===== config.mk =====
export PLATFORM = sky130hd
export DESIGN_NAME = arbitro_pop
export DESIGN_NICKNAME = d
export VERILOG_FILES = /design/src/rtl/arbitro_pop.sv
export SDC_FILE = /design/constraint.sdc
export NUM_CORES = 1
export LEC_CHECK = 0
export ABC_AREA = 1
export CAP_MARGIN = 30
export CORE_UTILIZATION = 35
export CTS_CLUSTER_SIZE = 8
export DETAILED_ROUTE_END_ITERATION = 8
export GPL_TIMING_DRIVEN = 1
export PLACE_DENSITY = 0.65
export SYNTH_ARGS = -nofsm -noshare
export SYNTH_HDL_FRONTEND = slang
export SYNTH_SLANG_ARGS = --single-unit

===== constraint.sdc =====
create_clock -name clk -period 1.7 [get_ports clk]
set_clock_uncertainty 0.05 [all_clocks]
set_input_delay 0.34 -clock clk [delete_from_list [all_inputs] [get_ports clk]]
set_output_delay 0.34 -clock clk [all_outputs]
set_load 0.005 [all_outputs]

===== src/rtl/arbitro_pop.sv =====
// ----------------------------------------------------------------------------
// arbitro_pop
//   Pop/arbitration control for the two virtual-channel FIFOs feeding the
//   VC-to-D routing mux. VC0 has strict priority. After MAX_CONSEC back-to-back
//   VC0 pops while VC1 is waiting, one VC1 pop is forced. Pops are blocked
//   while either destination FIFO is almost full. The registered pop_delay_*
//   outputs line up with the FIFO read latency and mark mux data valid. A D
//   FIFO that is full while read data is arriving is an overflow. An overflow
//   latches a sticky ERROR state that only reset_L clears.
//
// Ports
//   clk, reset_L          clock (rising edge), async active-low reset
//   init                  hold in INIT: clears counters, blocks pops
//   VC0_empty, VC1_empty  source FIFO empty flags
//   D0/D1_almost_full     destination backpressure (gates all pops)
//   D0/D1_full            destination full (overflow detection)
//   pop_VC0, pop_VC1      combinational pop strobes to the VC FIFOs
//   pop_delay_VC0/VC1     pop strobes delayed one cycle (read data valid)
//   state                 RESET=0 INIT=1 IDLE=2 ACTIVE=3 ERROR=4
//   idle_out, error_out   state decodes
//   cnt_VC0, cnt_VC1      pops per VC since last INIT (wrapping)
// ----------------------------------------------------------------------------
module arbitro_pop #(
    parameter int unsigned MAX_CONSEC = 4,
    parameter int unsigned CNT_W      = 8
) (
    input  logic             clk,
    input  logic             reset_L,
    input  logic             init,
    input  logic             VC0_empty,
    input  logic             VC1_empty,
    input  logic             D0_almost_full,
    input  logic             D1_almost_full,
    input  logic             D0_full,
    input  logic             D1_full,
    output logic             pop_VC0,
    output logic             pop_VC1,
    output logic             pop_delay_VC0,
    output logic             pop_delay_VC1,
    output logic [2:0]       state,
    output logic             idle_out,
    output logic             error_out,
    output logic [CNT_W-1:0] cnt_VC0,
    output logic [CNT_W-1:0] cnt_VC1
);

    typedef enum logic [2:0] {
        ST_RESET  = 3'd0,
        ST_INIT   = 3'd1,
        ST_IDLE   = 3'd2,
        ST_ACTIVE = 3'd3,
        ST_ERROR  = 3'd4
    } state_t;

    localparam int unsigned CONSEC_W = (MAX_CONSEC < 1) ? 1 : $clog2(MAX_CONSEC + 1);
    localparam logic [CONSEC_W-1:0] CONSEC_MAX = CONSEC_W'(MAX_CONSEC);

    state_t              cur_state;
    state_t              nxt_state;
    logic [CONSEC_W-1:0] consec;
    logic                overflow;
    logic                go;
    logic                force1;

    // ------------------------------------------------------------------
    // State register
    // ------------------------------------------------------------------
    always_ff @(posedge clk or negedge reset_L) begin
        if (!reset_L) begin
            cur_state <= ST_RESET;
        end else begin
            cur_state <= nxt_state;
        end
    end

    // ------------------------------------------------------------------
    // Next state and pop decisions
    // ------------------------------------------------------------------
    always_comb begin
        nxt_state = cur_state;
        overflow  = (pop_delay_VC0 | pop_delay_VC1) & (D0_full | D1_full);
        go        = ((cur_state == ST_IDLE) || (cur_state == ST_ACTIVE))
                    & ~init & ~D0_almost_full & ~D1_almost_full;
        force1    = (consec == CONSEC_MAX) & ~VC1_empty;
        pop_VC0   = go & ~VC0_empty & ~force1;
        pop_VC1   = go & ~VC1_empty & ~pop_VC0;

        // Overflow outranks init in every non-RESET state.
        case (cur_state)
            ST_RESET: nxt_state = ST_INIT;
            ST_INIT: begin
                if (overflow)   nxt_state = ST_ERROR;
                else if (!init) nxt_state = ST_IDLE;
            end
            ST_IDLE: begin
                if (overflow)                      nxt_state = ST_ERROR;
                else if (init)                     nxt_state = ST_INIT;
                else if (!VC0_empty || !VC1_empty) nxt_state = ST_ACTIVE;
            end
            ST_ACTIVE: begin
                if (overflow)                     nxt_state = ST_ERROR;
                else if (init)                    nxt_state = ST_INIT;
                else if (VC0_empty && VC1_empty)  nxt_state = ST_IDLE;
            end
            ST_ERROR: nxt_state = ST_ERROR;
            default:  nxt_state = ST_RESET;
        endcase
    end

    // ------------------------------------------------------------------
    // Delayed pop qualifiers. A pop issued on the edge that enters ERROR
    // is not flagged valid, so pop_delay_* stays low throughout ERROR.
    // ------------------------------------------------------------------
    always_ff @(posedge clk or negedge reset_L) begin
        if (!reset_L) begin
            pop_delay_VC0 <= 1'b0;
            pop_delay_VC1 <= 1'b0;
        end else begin
            pop_delay_VC0 <= pop_VC0 & ~overflow;
            pop_delay_VC1 <= pop_VC1 & ~overflow;
        end
    end

    // ------------------------------------------------------------------
    // Anti-starvation run length of VC0 pops while VC1 is waiting
    // ------------------------------------------------------------------
    always_ff @(posedge clk or negedge reset_L) begin
        if (!reset_L) begin
            consec <= '0;
        end else if (cur_state == ST_INIT || pop_VC1 || VC1_empty) begin
            consec <= '0;
        end else if (pop_VC0 && consec != CONSEC_MAX) begin
            consec <= consec + CONSEC_W'(1);
        end
    end

    // ------------------------------------------------------------------
    // Per-VC pop counters
    // ------------------------------------------------------------------
    always_ff @(posedge clk or negedge reset_L) begin
        if (!reset_L) begin
            cnt_VC0 <= '0;
            cnt_VC1 <= '0;
        end else if (cur_state == ST_INIT) begin
            cnt_VC0 <= '0;
            cnt_VC1 <= '0;
        end else if (cur_state != ST_ERROR) begin
            if (pop_VC0) cnt_VC0 <= cnt_VC0 + CNT_W'(1);
            if (pop_VC1) cnt_VC1 <= cnt_VC1 + CNT_W'(1);
        end
    end

    assign state     = cur_state;
    assign idle_out  = (cur_state == ST_IDLE);
    assign error_out = (cur_state == ST_ERROR);

endmodule


==> results.yml <==
pwr:
  finalPower_w: 0.00214
  max-vdd-ir-drop_uv: 572
  p_leak_nw: 1.12
  power_density_mw_per_mm2: 945
sta:
  setup_viol: 1
  final-hold-violation-count: 0
  max_freq_ghz: 0.576
  rsz0062_at_grt: "yes"
  final.setup.worst_slack_ns: -0.0359
  tns_ns: -0.0359
  post-route-period-util_pct: 102
  relSlewSlack_pct: 78.4
  min_period_ns: 1.74
  slew_violations: 0
  tightest_slew_ns: 0.324
die:
  fp.dieW_um: 66.9
  die_height_um: 66.9
  core_mm2: 0.00403
  io_pins: 34
  die_area_mm2: 0.00448
  num_rows: 23
  start_util_pct: 36.6
drt:
  first_pass_iters: 4
  totalWireLength_um: 3640
  vias: 1460
  routedWlPerCell_um: 11.7
  drt_iter0_drc: 72
  drc_errors: 0
  via_per_inst: 4.71
  drtAntennaViolNets: 0
synthesis:
  syn-cell-area_mm2: 0.00148
  synth_area_leaders: "dfrtp_1, nand2_1, nand3_1, inv_1, nor2_1"
  seq_area_frac_synth_pct: 40.7
  ys_types: 33
  syn_inst: 188
  synth.most_common_cell: "nand2_1"
  yosysWarningCount: 0
  ys_dominant_reg_cell: "dfrtp_1"
  synthesis.nets: 201
  avgSynthCellArea_um2: 7.85
  synth_top_area_share_pct: 40.7
  async_reset_ff_share_pct: 100
  synth_edf_count: 0
  ys_ff_latch: 24
  synth_top_area_cell: "dfrtp_1"
  yosys-top-cells-count: "nand2_1, nand3_1, dfrtp_1"
place:
  gp_congestion: 0.831
  dp_cells: 297
  dp.final_hpwl_um: 2570
  place_area_mm2: 0.00206
  io_buffer_count: 33
critical_path:
  crit_cells: 6
  path_buf_inv: 3
  crit-reg2reg-launch: "state[2]"
  r2r.worst_path.cells: 11
  path_max_fanout: 2
  ff2ff_setup_slack_ns: 0.12
  critPathLaunchType: "flop"
  crit_path_start: "state[2]"
  cpMaxStageDelayCell: "dfrtp_1"
  arrival_ns: 1.35
  slowest_delay_ns: 0.42
  reg2reg_to: "consec[2]"
  path_class: "flop to output pin"
  required_ns: 1.31
  endpoint: "pop_VC0"
  path_cells: "buf_6 -> buf_6 -> nor2_4 -> nand3_4 -> nor2_8 -> buf_6"
  cpMostUsedCell: "buf_6"
  cp_top_family: "flip-flops"
  end_kind: "output pin"
global_routing:
  grtUsageTotal_pct: 18.1
  grt_use_met1_pct: 22.5
  antenna_found_initial: 0
  grt_pass1_wl_um: 6200
  use_met2_pct: 33.1
  grt.busiest_layer: "met2"
  grt_max_degree: 25
  grt_overflow: 0
  first_global_vias: 1413
  gr-usage-met3_pct: 3.25
final_layout:
  antenna_cells: 0
  instances_no_fill: 310
  fin_util_pct: 56.3
  area_delta_synth_final_pct: 53.8
  nNetsFinal: 274
  layout-drive-gt1-share_pct: 29.6
  stdcell_area_mm2: 0.00227
  n_fill_cell: 381
clock_tree:
  cts_num_sinks: 24
  holdBufCountCts: 0
  path_clk_slew_ns: 0.09
  cts_made_buffers: 3
  worstSkewPairLatency_ns: 0.27
  cts_tree: "built"
  cts_buffer_depth: 2
  cts_root_buffer: "clkbuf_8"
  htree_levels: 1
run:
  drv_cap: 0
run_status:
  outcome: "finished, violations left"
  violations: "negative setup slack"
hold_path:
  hp-class: "input pin to asynchronous set/reset pin"
==> timing repair <==
item / 4_1_cts / 5_1_grt
endpoints found under the hold margin: 0 / 0
endpoints found under the setup margin: 6 / 10
pin swaps: 9 / 5
resized for setup: 26 / 17
gates cloned: 0 / 0
setup buffers: 9 / 2
==> registers in the layout, indices dropped and copies added, names as in the netlist <==
| signal | cells |
|---|---|
| consec | 3 |
| state | 3 |
| cnt_VC1 | 8 |
| pop_delay_VC1 | 1 |
| cnt_VC0 | 8 |
| pop_delay_VC0 | 1 |
==> report_power, final <==
group | leakage, nW | internal, W | switching, W
sequential | 0.325 | 0.000616 | 0.0000495
clock | 0.0357 | 0.000315 | 0.000194
combinational | 0.757 | 0.000461 | 0.000507
total | 1.12 | 0.00139 | 0.000751
==> worst reg2reg max path, stage by stage, from the launching register on <==
cell,delay (ns)
dfrtp_1,0.42
buf_6,0.13
inv_4,0.05
nand2_4,0.05
nor2_4,0.13
nand3_4,0.10
buf_4,0.15
buf_4,0.17
nand2_4,0.09
nor2_1,0.05
nand2_1,0.05
nor2_1,0.04
==> area by class of cell <==
class | count | area, µm² | share of cell area, %
Clock buffer | 3 | 41.3 | 1.82
Clock inverter | 1 | 30.0 | 1.32
Multi-Input combinational cell | 134 | 800 | 35.2
Tap cell | 50 | 62.6 | 2.76
Sequential cell | 24 | 604 | 26.6
Inverter | 28 | 114 | 5.02
Timing Repair Buffer | 70 | 617 | 27.2
==> cells in the final DEF (no fill, tap or decap), drive strengths merged, types with 2 or more instances in the layout <==
cell type,n
clkdlybuf4s50,24
inv,26
clkinv,2
nor3,2
xor2,6
o22ai,2
ha,4
dlygate4sd2,4
buf,40
o21ai,8
nand2,47
nor2,22
clkbuf,4
nand3,28
a21oi,5
nand4,4
dfrtp,24
==> worst min path at each step <==
stage	from	end	cells past startpoint	slack [ns]
global placement	cnt_VC0[1]	cnt_VC0[1]	2	0.46
global route	reset_L	state[2]	2	0.40
floorplan	reset_L	cnt_VC0[0]	0	-0.006
detailed placement	cnt_VC0[7]	cnt_VC0[7]	2	0.47
finish	reset_L	state[2]	2	0.38
CTS	reset_L	state[2]	2	0.39
==> through the flow <==
step,hold WS (ns),setup slack [ns]
finish,0.384,-0.0359
global route,0.399,-0.0881
CTS,0.393,-0.112
detailed placement,0.465,-0.481
global placement,0.460,-0.471
floorplan,-0.00559,0.212
==> kinds of logic (layout without fill, tap and decap cells) <==
logic type	Yosys count	count (layout)	synth area share, %
simple gates	104	104	35.5
buf+inv	30	102	8.65
flops	24	24	40.7
compound gates	19	19	7.55
xor+xnor	7	7	4.16
fa+ha+maj	4	4	3.39
==> routing by layer <==
metal | vias to the layer above | part of all wire (%)
met5 | - | 0
met4 | 0 | 0
met3 | 0 | 4.9
met2 | 47 | 50
met1 | 658 | 45
li1 | 755 | -
Note: power is estimated with default switching activity, not from simulation.
==> RTL change: new RTL, config.mk and constraints unchanged <==
Reset style: synchronous (`reset_L`), changed in 4 clocked blocks. Comments in the files are not updated.
--- a/src/rtl/arbitro_pop.sv
+++ b/src/rtl/arbitro_pop.sv
@@ -65,7 +65,7 @@
     // ------------------------------------------------------------------
     // State register
     // ------------------------------------------------------------------
-    always_ff @(posedge clk or negedge reset_L) begin
+    always_ff @(posedge clk) begin
         if (!reset_L) begin
             cur_state <= ST_RESET;
         end else begin
@@ -111,7 +111,7 @@
     // Delayed pop qualifiers. A pop issued on the edge that enters ERROR
     // is not flagged valid, so pop_delay_* stays low throughout ERROR.
     // ------------------------------------------------------------------
-    always_ff @(posedge clk or negedge reset_L) begin
+    always_ff @(posedge clk) begin
         if (!reset_L) begin
             pop_delay_VC0 <= 1'b0;
             pop_delay_VC1 <= 1'b0;
@@ -124,7 +124,7 @@
     // ------------------------------------------------------------------
     // Anti-starvation run length of VC0 pops while VC1 is waiting
     // ------------------------------------------------------------------
-    always_ff @(posedge clk or negedge reset_L) begin
+    always_ff @(posedge clk) begin
         if (!reset_L) begin
             consec <= '0;
         end else if (cur_state == ST_INIT || pop_VC1 || VC1_empty) begin
@@ -137,7 +137,7 @@
     // ------------------------------------------------------------------
     // Per-VC pop counters
     // ------------------------------------------------------------------
-    always_ff @(posedge clk or negedge reset_L) begin
+    always_ff @(posedge clk) begin
         if (!reset_L) begin
             cnt_VC0 <= '0;
             cnt_VC1 <= '0;
Formal check against the unedited RTL: differs if reset_L is asserted again (counterexample within 4 cycles, from zero or initial values and one cycle with reset_L low); with reset_L held inactive, the same outputs for 10 cycles.
==> RTL change against the unedited design <==
Via count shrank 5.2%; wire length shrank 13%; highest routed layer is now met4; largest cell class unchanged; worst hold slack gained 51 ps; synthesized area shrank 8.4%; worst setup slack gained 40 ps; die area shrank 8.2%; sequential cell count is the same; cell area shrank 13%.
Power is not compared: it rests on default switching activity, and its combinational part moved more than twofold at a synthesized area within 25%.
==> RTL change: results (changes against the unedited design) <==
| Metric | Value |
|---|---|
| Outcome | finished clean |
| Seq/total area | 24.7% (-2.0 points) |
| Count of cell types in the netlist | 25 (-24%) |
| Metal2 WL | 1420 um (-22%) |
| Via count | 1384 (-5.2%) |
| Layout non-clock buf frac | 24.7% (-2.5 points) |
| R2r endpoint | consec[2] |
| Syn_area_per_cell | 6.66 um^2 (-15%) |
| Post-DP HPWL | 2320 um (-9.7%) |
| Number of global-route vias before repair | 1260 (-11%) |
| Fill count | 369 (-3.1%) |
| First-pass GRT wire length | 5350 um (-14%) |
| Sequential element share of the synthesized area | 35.6% (-5.2 points) |
| Top cell family by delay on the critical path | buffers and inverters |
| Clock-cell share of area | 2.80% (-0.35 points) |
| Layout cells sized above 1 | 20.0% (-9.6 points) |
| Overall power | 1.17 mW |
| Multi-Input Combinational | 146 (+9.0%) |
| Commonest cells post-synth | nand2_1, inv_1, dfxtp_1 |
| GRT Util Overall | 16.5% (-1.5 points) |
| Clkbuf count | 4 (+1) |
| Sequential cell area | 485 um^2 (-20%) |
| Nonclk inv count | 31 (+11%) |
| XOR/XNOR share of the synthesized area | 3.24% (-0.92 points) |
| Dpl ws | -454 ps (+27.5 ps) |
| RR Startpoint | consec[0] |
| Fin util | 53.4% (-2.9 points) |
| Slowest library cell on the worst path | clkdlybuf4s50_1 |
| Non-clk bufs | 55 (-21%) |
| Post-synthesis net count | 216 (+7.5%) |
| Max Used Layer | met4 |
| Post-CTS sizing | 24 (-7.7%) |
| DP Area | 1850 um^2 (-10%) |
| WL met3 | 62 um (-65%) |
==> RTL change: cell types whose count changed after synthesis, sizes merged, moves of 2 or more <==
| cell | change |
|---|---|
| a21oi | +12 |
| dfrtp | -24 |
| dfxtp | +24 |
| inv | +2 |
| nand2 | +12 |
| nand3 | -10 |
| nor2 | +2 |
| nor3 | +3 |
| o22ai | -2 |
| xor2 | -3 |
==> RTL change: worst max path at each step <==
stage | from | end | slack [ps] | cells past startpoint
6_report | D1_almost_full | pop_VC1 | 4 | 7
5_1_grt | consec[1] | pop_VC0 | -60 | 7
4_1_cts | D1_almost_full | pop_VC1 | -80 | 7
3_5_place_dp | init | pop_VC1 | -450 | 7
3_3_place_gp | init | pop_VC0 | -460 | 6
2_1_floorplan | consec[0] | pop_VC1 | 270 | 6
==> RTL change: layer usage <==
metal  GRT usage [%]  up-vias
met5               0        -
met4            4.72        0
met3            3.21        2
met2            27.7       16
met1            21.5      606
li1                -      760
